**src/rtl/wb_arbiter_if.sv**
```systemverilog
// Bundle of the ALU result, load-return and register-file write signals around the
// write-back arbiter. The arbiter uses the slave view; producers and consumers use master.
interface wb_arbiter_if #(
  parameter int XLEN  = 32,
  parameter int DEPTH = 4
);
  logic                   alu_valid;
  logic [4:0]             alu_rd;
  logic [XLEN-1:0]        alu_data;
  logic                   ld_valid;
  logic                   ld_ready;
  logic [4:0]             ld_rd;
  logic [XLEN-1:0]        ld_data;
  logic                   wb_en;
  logic [XLEN-1:0]        wb_data;
  logic [4:0]             rd_index;
  logic [31:0]            pend_mask;
  logic [$clog2(DEPTH):0] fifo_count;

  modport master (
    output alu_valid, alu_rd, alu_data, ld_valid, ld_rd, ld_data,
    input  ld_ready, wb_en, wb_data, rd_index, pend_mask, fifo_count
  );

  modport slave (
    input  alu_valid, alu_rd, alu_data, ld_valid, ld_rd, ld_data,
    output ld_ready, wb_en, wb_data, rd_index, pend_mask, fifo_count
  );
endinterface

```
**src/rtl/wb_arbiter.sv**
```systemverilog
// Write-back arbiter: merges the unstallable ALU result path with a FIFO of returned
// loads onto the single register-file write port, and exports a mask of queued rds.
module wb_arbiter #(
  parameter int DEPTH = 4,
  parameter int XLEN  = 32
) (
  input  logic         clk,
  input  logic         rst_n,
  wb_arbiter_if.slave  bus
);
  localparam int PW = $clog2(DEPTH);
  localparam int CW = PW + 1;

  logic [XLEN-1:0] fifo_data [DEPTH];
  logic [4:0]      fifo_rd   [DEPTH];
  logic [PW-1:0]   head;
  logic [PW-1:0]   tail;
  logic [CW-1:0]   count;

  logic            alu_sel;
  logic            ld_ready;
  logic            push;
  logic            pop;
  logic [PW-1:0]   offs;
  logic [31:0]     pend_mask;

  logic            wb_en_p1;
  logic [XLEN-1:0] wb_data_p1;
  logic [4:0]      rd_index_p1;

  // x0 writes are architecturally dead: an ALU op to x0 is idle, a load to x0 is
  // acknowledged but never queued.
  assign alu_sel  = bus.alu_valid && (bus.alu_rd != 5'd0);
  assign ld_ready = rst_n && (count < CW'(DEPTH));
  assign push     = bus.ld_valid && ld_ready && (bus.ld_rd != 5'd0);
  assign pop      = !alu_sel && (count != '0);

  always_ff @(posedge clk) begin
    if (push) begin
      fifo_data[tail] <= bus.ld_data;
      fifo_rd[tail]   <= bus.ld_rd;
    end
  end

  always_ff @(posedge clk) begin
    if (!rst_n) begin
      head  <= '0;
      tail  <= '0;
      count <= '0;
    end else begin
      if (push) tail <= tail + PW'(1);
      if (pop)  head <= head + PW'(1);
      case ({push, pop})
        2'b10:   count <= count + CW'(1);
        2'b01:   count <= count - CW'(1);
        default: count <= count;
      endcase
    end
  end

  // Entry i is live when its distance from head (mod DEPTH) is below the count.
  always_comb begin
    pend_mask = '0;
    offs      = '0;
    for (int i = 0; i < DEPTH; i++) begin
      offs = PW'(i) - head;
      if (CW'(offs) < count) pend_mask[fifo_rd[i]] = 1'b1;
    end
  end

  // ---- p1: registered write-back port ----
  always_ff @(posedge clk) begin
    if (!rst_n) begin
      wb_en_p1    <= 1'b0;
      wb_data_p1  <= '0;
      rd_index_p1 <= '0;
    end else if (alu_sel) begin
      wb_en_p1    <= 1'b1;
      wb_data_p1  <= bus.alu_data;
      rd_index_p1 <= bus.alu_rd;
    end else if (pop) begin
      wb_en_p1    <= 1'b1;
      wb_data_p1  <= fifo_data[head];
      rd_index_p1 <= fifo_rd[head];
    end else begin
      wb_en_p1    <= 1'b0;
    end
  end

  assign bus.ld_ready   = ld_ready;
  assign bus.wb_en      = wb_en_p1;
  assign bus.wb_data    = wb_data_p1;
  assign bus.rd_index   = rd_index_p1;
  assign bus.pend_mask  = pend_mask;
  assign bus.fifo_count = count;
endmodule

```
**src/flat_wrapper.sv**
```systemverilog
// flat-port wrapper written by rule: the top's interface ports become plain ports
module wb_arbiter_flat 
#(
  parameter int DEPTH = 4,
  parameter int XLEN  = 32
)
  (clk, rst_n, bus_alu_valid, bus_alu_rd, bus_alu_data, bus_ld_valid, bus_ld_rd, bus_ld_data, bus_ld_ready, bus_wb_en, bus_wb_data, bus_rd_index, bus_pend_mask, bus_fifo_count);
  wb_arbiter_if #(.XLEN(XLEN), .DEPTH(DEPTH)) bus_i ();
  input  logic clk;
  input  logic rst_n;
  input wire logic [$bits(bus_i.alu_valid)-1:0] bus_alu_valid;
  input wire logic [$bits(bus_i.alu_rd)-1:0] bus_alu_rd;
  input wire logic [$bits(bus_i.alu_data)-1:0] bus_alu_data;
  input wire logic [$bits(bus_i.ld_valid)-1:0] bus_ld_valid;
  input wire logic [$bits(bus_i.ld_rd)-1:0] bus_ld_rd;
  input wire logic [$bits(bus_i.ld_data)-1:0] bus_ld_data;
  output wire logic [$bits(bus_i.ld_ready)-1:0] bus_ld_ready;
  output wire logic [$bits(bus_i.wb_en)-1:0] bus_wb_en;
  output wire logic [$bits(bus_i.wb_data)-1:0] bus_wb_data;
  output wire logic [$bits(bus_i.rd_index)-1:0] bus_rd_index;
  output wire logic [$bits(bus_i.pend_mask)-1:0] bus_pend_mask;
  output wire logic [$bits(bus_i.fifo_count)-1:0] bus_fifo_count;
  assign bus_i.alu_valid = bus_alu_valid;
  assign bus_i.alu_rd = bus_alu_rd;
  assign bus_i.alu_data = bus_alu_data;
  assign bus_i.ld_valid = bus_ld_valid;
  assign bus_i.ld_rd = bus_ld_rd;
  assign bus_i.ld_data = bus_ld_data;
  assign bus_ld_ready = bus_i.ld_ready;
  assign bus_wb_en = bus_i.wb_en;
  assign bus_wb_data = bus_i.wb_data;
  assign bus_rd_index = bus_i.rd_index;
  assign bus_pend_mask = bus_i.pend_mask;
  assign bus_fifo_count = bus_i.fifo_count;
  wb_arbiter #(.DEPTH(DEPTH), .XLEN(XLEN)) u_core (.clk(clk), .rst_n(rst_n), .bus(bus_i));
endmodule
```
**config.mk**
```make
export PLATFORM = sky130hd
export DESIGN_NAME = wb_arbiter_flat
export DESIGN_NICKNAME = d
export VERILOG_FILES = /design/src/rtl/wb_arbiter_if.sv /design/src/rtl/wb_arbiter.sv /design/src/flat_wrapper.sv
export SDC_FILE = /design/constraint.sdc
export NUM_CORES = 1
export LEC_CHECK = 0
export ABC_AREA = 1
export CORE_UTILIZATION = 50
export DETAILED_ROUTE_END_ITERATION = 7
export PLACE_DENSITY_LB_ADDON = 0.2
export SLEW_MARGIN = 20
export SYNTH_ARGS = -nofsm -noshare
export SYNTH_HDL_FRONTEND = slang
export SYNTH_SLANG_ARGS = --single-unit
```
**constraint.sdc**
```tcl
create_clock -name clk -period 3.6 [get_ports clk]
set_input_delay 0.72 -clock clk [delete_from_list [all_inputs] [get_ports clk]]
set_output_delay 0.72 -clock clk [all_outputs]
set_load 0.03 [all_outputs]
```
==> out/qor.json <==
{
  "final.setup.tns_ns": 0,
  "clkSlewWorstSetupHoldPaths_ns": 0.07,
  "clock_skew_ns": 0.01110,
  "initialDrtViolationCount": 685,
  "startpoint_class_of_the_critical_path": "register",
  "dieHeight_um": 140.9,
  "reg2reg_slack_ns": 1.18,
  "drt_pass1_iterations": 5,
  "outcome": "completed",
  "grt_antenna_before_repair": 0,
  "dominantRegCellSynth": "edfxtp_1",
  "synth.yosys.warnings": 0,
  "crit_path_end_kind": "output pin",
  "synth_sequential_area_ratio_pct": 55.82,
  "max-vdd-ir-drop_mv": 0.6329,
  "buffer_ports.inserted": 151,
  "worstReg2RegStart": "u_core.bus.fifo_count[2]",
  "finalMaxSlewViolations": 0,
  "leakage_nw": 5.628,
  "ys_top_cells_by_count": "nand2_1, nor2_1, edfxtp_1",
  "worstRegToRegCells": 10,
  "clk_path_buf_depth": 2,
  "clk-insertion-delay-late_ns": 0.44,
  "postLayoutCellArea_mm2": 0.01217,
  "place.detailed.instances": 1563,
  "drcViolationCount": 0,
  "synth_area_leaders": "edfxtp_1, nand2_1, dfxtp_1",
  "core.rowCount": 50,
  "layout.nets": 1414,
  "worstPathMaxFanout": 21,
  "root_buffer": "clkbuf_16",
  "initial_core_util_pct": 51.24,
  "cp.required_ns": 2.88,
  "wire_length_of_the_first_global_routing_pass_um": 42050,
  "largest_net_degree_at_the_start_of_global_routing": 81,
  "achievable-frequency_mhz": 295.0,
  "post_synth.cell_area_avg_um2": 8.204,
  "maxcap_viol_count": 0,
  "synth_cell_types": 28,
  "layoutNonFillerInstCount": 1599,
  "areaGrowthSynthToFinish_pct": 26.16,
  "post_synthesis_cell_area_mm2": 0.009648,
  "setup_viol": 0,
  "yosysTopAreaCell": "edfxtp_1",
  "criticalPathCategory": "reg2out",
  "timing.hold.worst_path_depth": 2,
  "synth_enable_flop_cells": 148,
  "grt_remaining_overflow": 0,
  "relSlewSlack_pct": 38.53,
  "first_global_vias": 7783,
  "cts_hold_buf": 0,
  "fin_total_pwr_mw": 8.320,
  "rsz0062_at_grt": "no",
  "numClockSinks": 195,
  "antenna_cells": 0,
  "r2r-end": "u_core.bus.fifo_count[2]",
  "layout-drive-gt1-share_pct": 6.721,
  "yosys.area.top_type_share_pct": 46.06,
  "final.period_utilization_pct": 94.16,
  "hold_start": "u_core.bus.wb_data[30]",
  "sum_of_routed_wire_length_over_all_layers_um": 26790,
  "timing.final.crit_period_ns": 3.390,
  "die-area_mm2": 0.01986,
  "io_pins": 152,
  "viasPerCell": 5.249,
  "capture_endpoint_of_the_worst_hold_path": "u_core.bus.wb_data[30]",
  "grt.total_usage_pct": 27.93,
  "place_hpwl_um": 18150,
  "syn-instance-count": 1176,
  "die_x_um": 140.9,
  "final_hold_viol_count": 0,
  "standard_cell_area_after_detailed_placement_mm2": 0.01148,
  "tightestPinTransition_ns": 0.9210,
  "power_density_mw_per_mm2": 683.5,
  "dr_total_vias": 8393,
  "holdCritPathClass": "reg2reg",
  "cts_htree_levels": 4,
  "cts_made_buffers": 17,
  "gp_routability_congestion": 0.9838,
  "synth_async_sr_flop_share_pct": 0,
  "detail-route-antenna-nets": 0,
  "synth_nets": 1264,
  "data_arrival_time_at_the_worst_slack_endpoint_ns": 2.67,
  "drt-wirelength-per-cell_um": 16.76,
  "core-area_mm2": 0.01883,
  "cts_tree": "built",
  "synth-seq-cells": 195,
  "final.hold.worst_slack_ns": 0.4687,
  "yosysMostFrequentCell": "nand2_1"
}
critical path: stages (launching register included):
cell and delay (ns):
dfxtp_1 0.42, inv_1 0.15, ha_1 0.33, nor2_1 0.04
nand2_1 0.07, nand2_1 0.10, buf_4 0.23, nor2_1 0.25
a21oi_1 0.11, nand3_1 0.11, dlygate4sd2_1 0.41
how the worst max path moves through the flow:
stage / from / to / cells past startpoint
finish: u_core.bus.fifo_count[1] / bus_pend_mask[24] / 10
global route: u_core.head[0] / bus_pend_mask[29] / 10
CTS: u_core.bus.fifo_count[1] / bus_pend_mask[19] / 8
detailed placement: u_core.bus.fifo_count[1] / bus_pend_mask[16] / 8
global placement: u_core.bus.fifo_count[1] / bus_pend_mask[19] / 8
floorplan: rst_n / u_core.fifo_data[0][0] / 4
cells by family (layout without fill, tap and decap cells):
group,Yosys count,in the layout,share of synthesized area [%]
AOI/OAI and AO/OA,71,71,3.722
xor gates and xnor gates,2,2,0.1816
adders and majority gates,10,10,1.375
buffers and inverters,181,344,7.574
DFF,195,195,55.82
and+or+nand+nor,717,717,31.33
metrics by stage:
stage | utilization [%] | setup slack (ns)
after detailed placement | 60.98 | 0.3879
after floorplan | - | 0.3816
after global routing | 64.64 | 0.06353
after CTS | 64.09 | 0.005917
after global placement | 60.98 | 0.4267
final | 64.64 | 0.2102
area by class of cell:
type / instances / area (um^2)
clock buffers: 20 / 467.9
clock inverters: 12 / 110.1
fillers: 1564 / 6659
inverters: 135 / 510.5
multi-input cells: 800 / 3590
flip-flops and latches: 195 / 5386
well taps: 260 / 325.3
repair buffers: 177 / 1782
what timing repair did:
item / in CTS / in global routing
buffers inserted: 0 / 4
resized for setup: 10 / 28
endpoints found under the setup margin: 24 / 25
pin swaps: 0 / 4
registers in the layout (all words and copies together) (netlist names), named ones only:
name / flops
u_core.tail: 2
u_core.bus.rd_index: 5
u_core.bus.wb_data: 32
u_core.bus.fifo_count: 3
u_core.fifo_data: 128
u_core.fifo_rd: 20
u_core.head: 2
u_core.bus.wb_en: 1
where the power goes:
group / internal (mW) / switching [mW] / total, mW / leakage, nW
registers: 2.67 / 0.148 / 2.82 / 1.73
clock network: 0.970 / 0.854 / 1.82 / 0.289
logic: 1.17 / 2.51 / 3.68 / 3.61
total: 4.81 / 3.51 / 8.32 / 5.63
per-layer routing:
| layer | vias up | GRT usage, % | wire length, um |
|---|---|---|---|
| met2 | 322 | 45.38 | 12670 |
| li1 | 4111 | - | - |
| met3 | 38 | 5.401 | 1866 |
| met4 | 0 | 9.840 | 518 |
| met5 | - | 0 | 0 |
| met1 | 3922 | 37.46 | 11740 |
placed cells by master (no fill, tap or decap), types with 4 or more instances in the layout:
cell | Yosys | final
a21oi_1 | 25 | 25
buf_4 | 3 | 24
clkbuf_16 | 0 | 18
clkdlybuf4s50_1 | 0 | 118
dfxtp_1 | 47 | 46
dlygate4sd2_1 | 0 | 6
dlymetal6s2s_1 | 0 | 25
edfxtp_1 | 148 | 148
ha_1 | 9 | 9
inv_1 | 130 | 129
inv_2 | 4 | 4
nand2_1 | 345 | 344
nand3_1 | 131 | 131
nand4_1 | 18 | 18
nor2_1 | 167 | 162
nor2_4 | 3 | 9
nor3_1 | 37 | 37
o21ai_0 | 45 | 45
or2_2 | 6 | 6
Power figures use the tool's default switching activity.
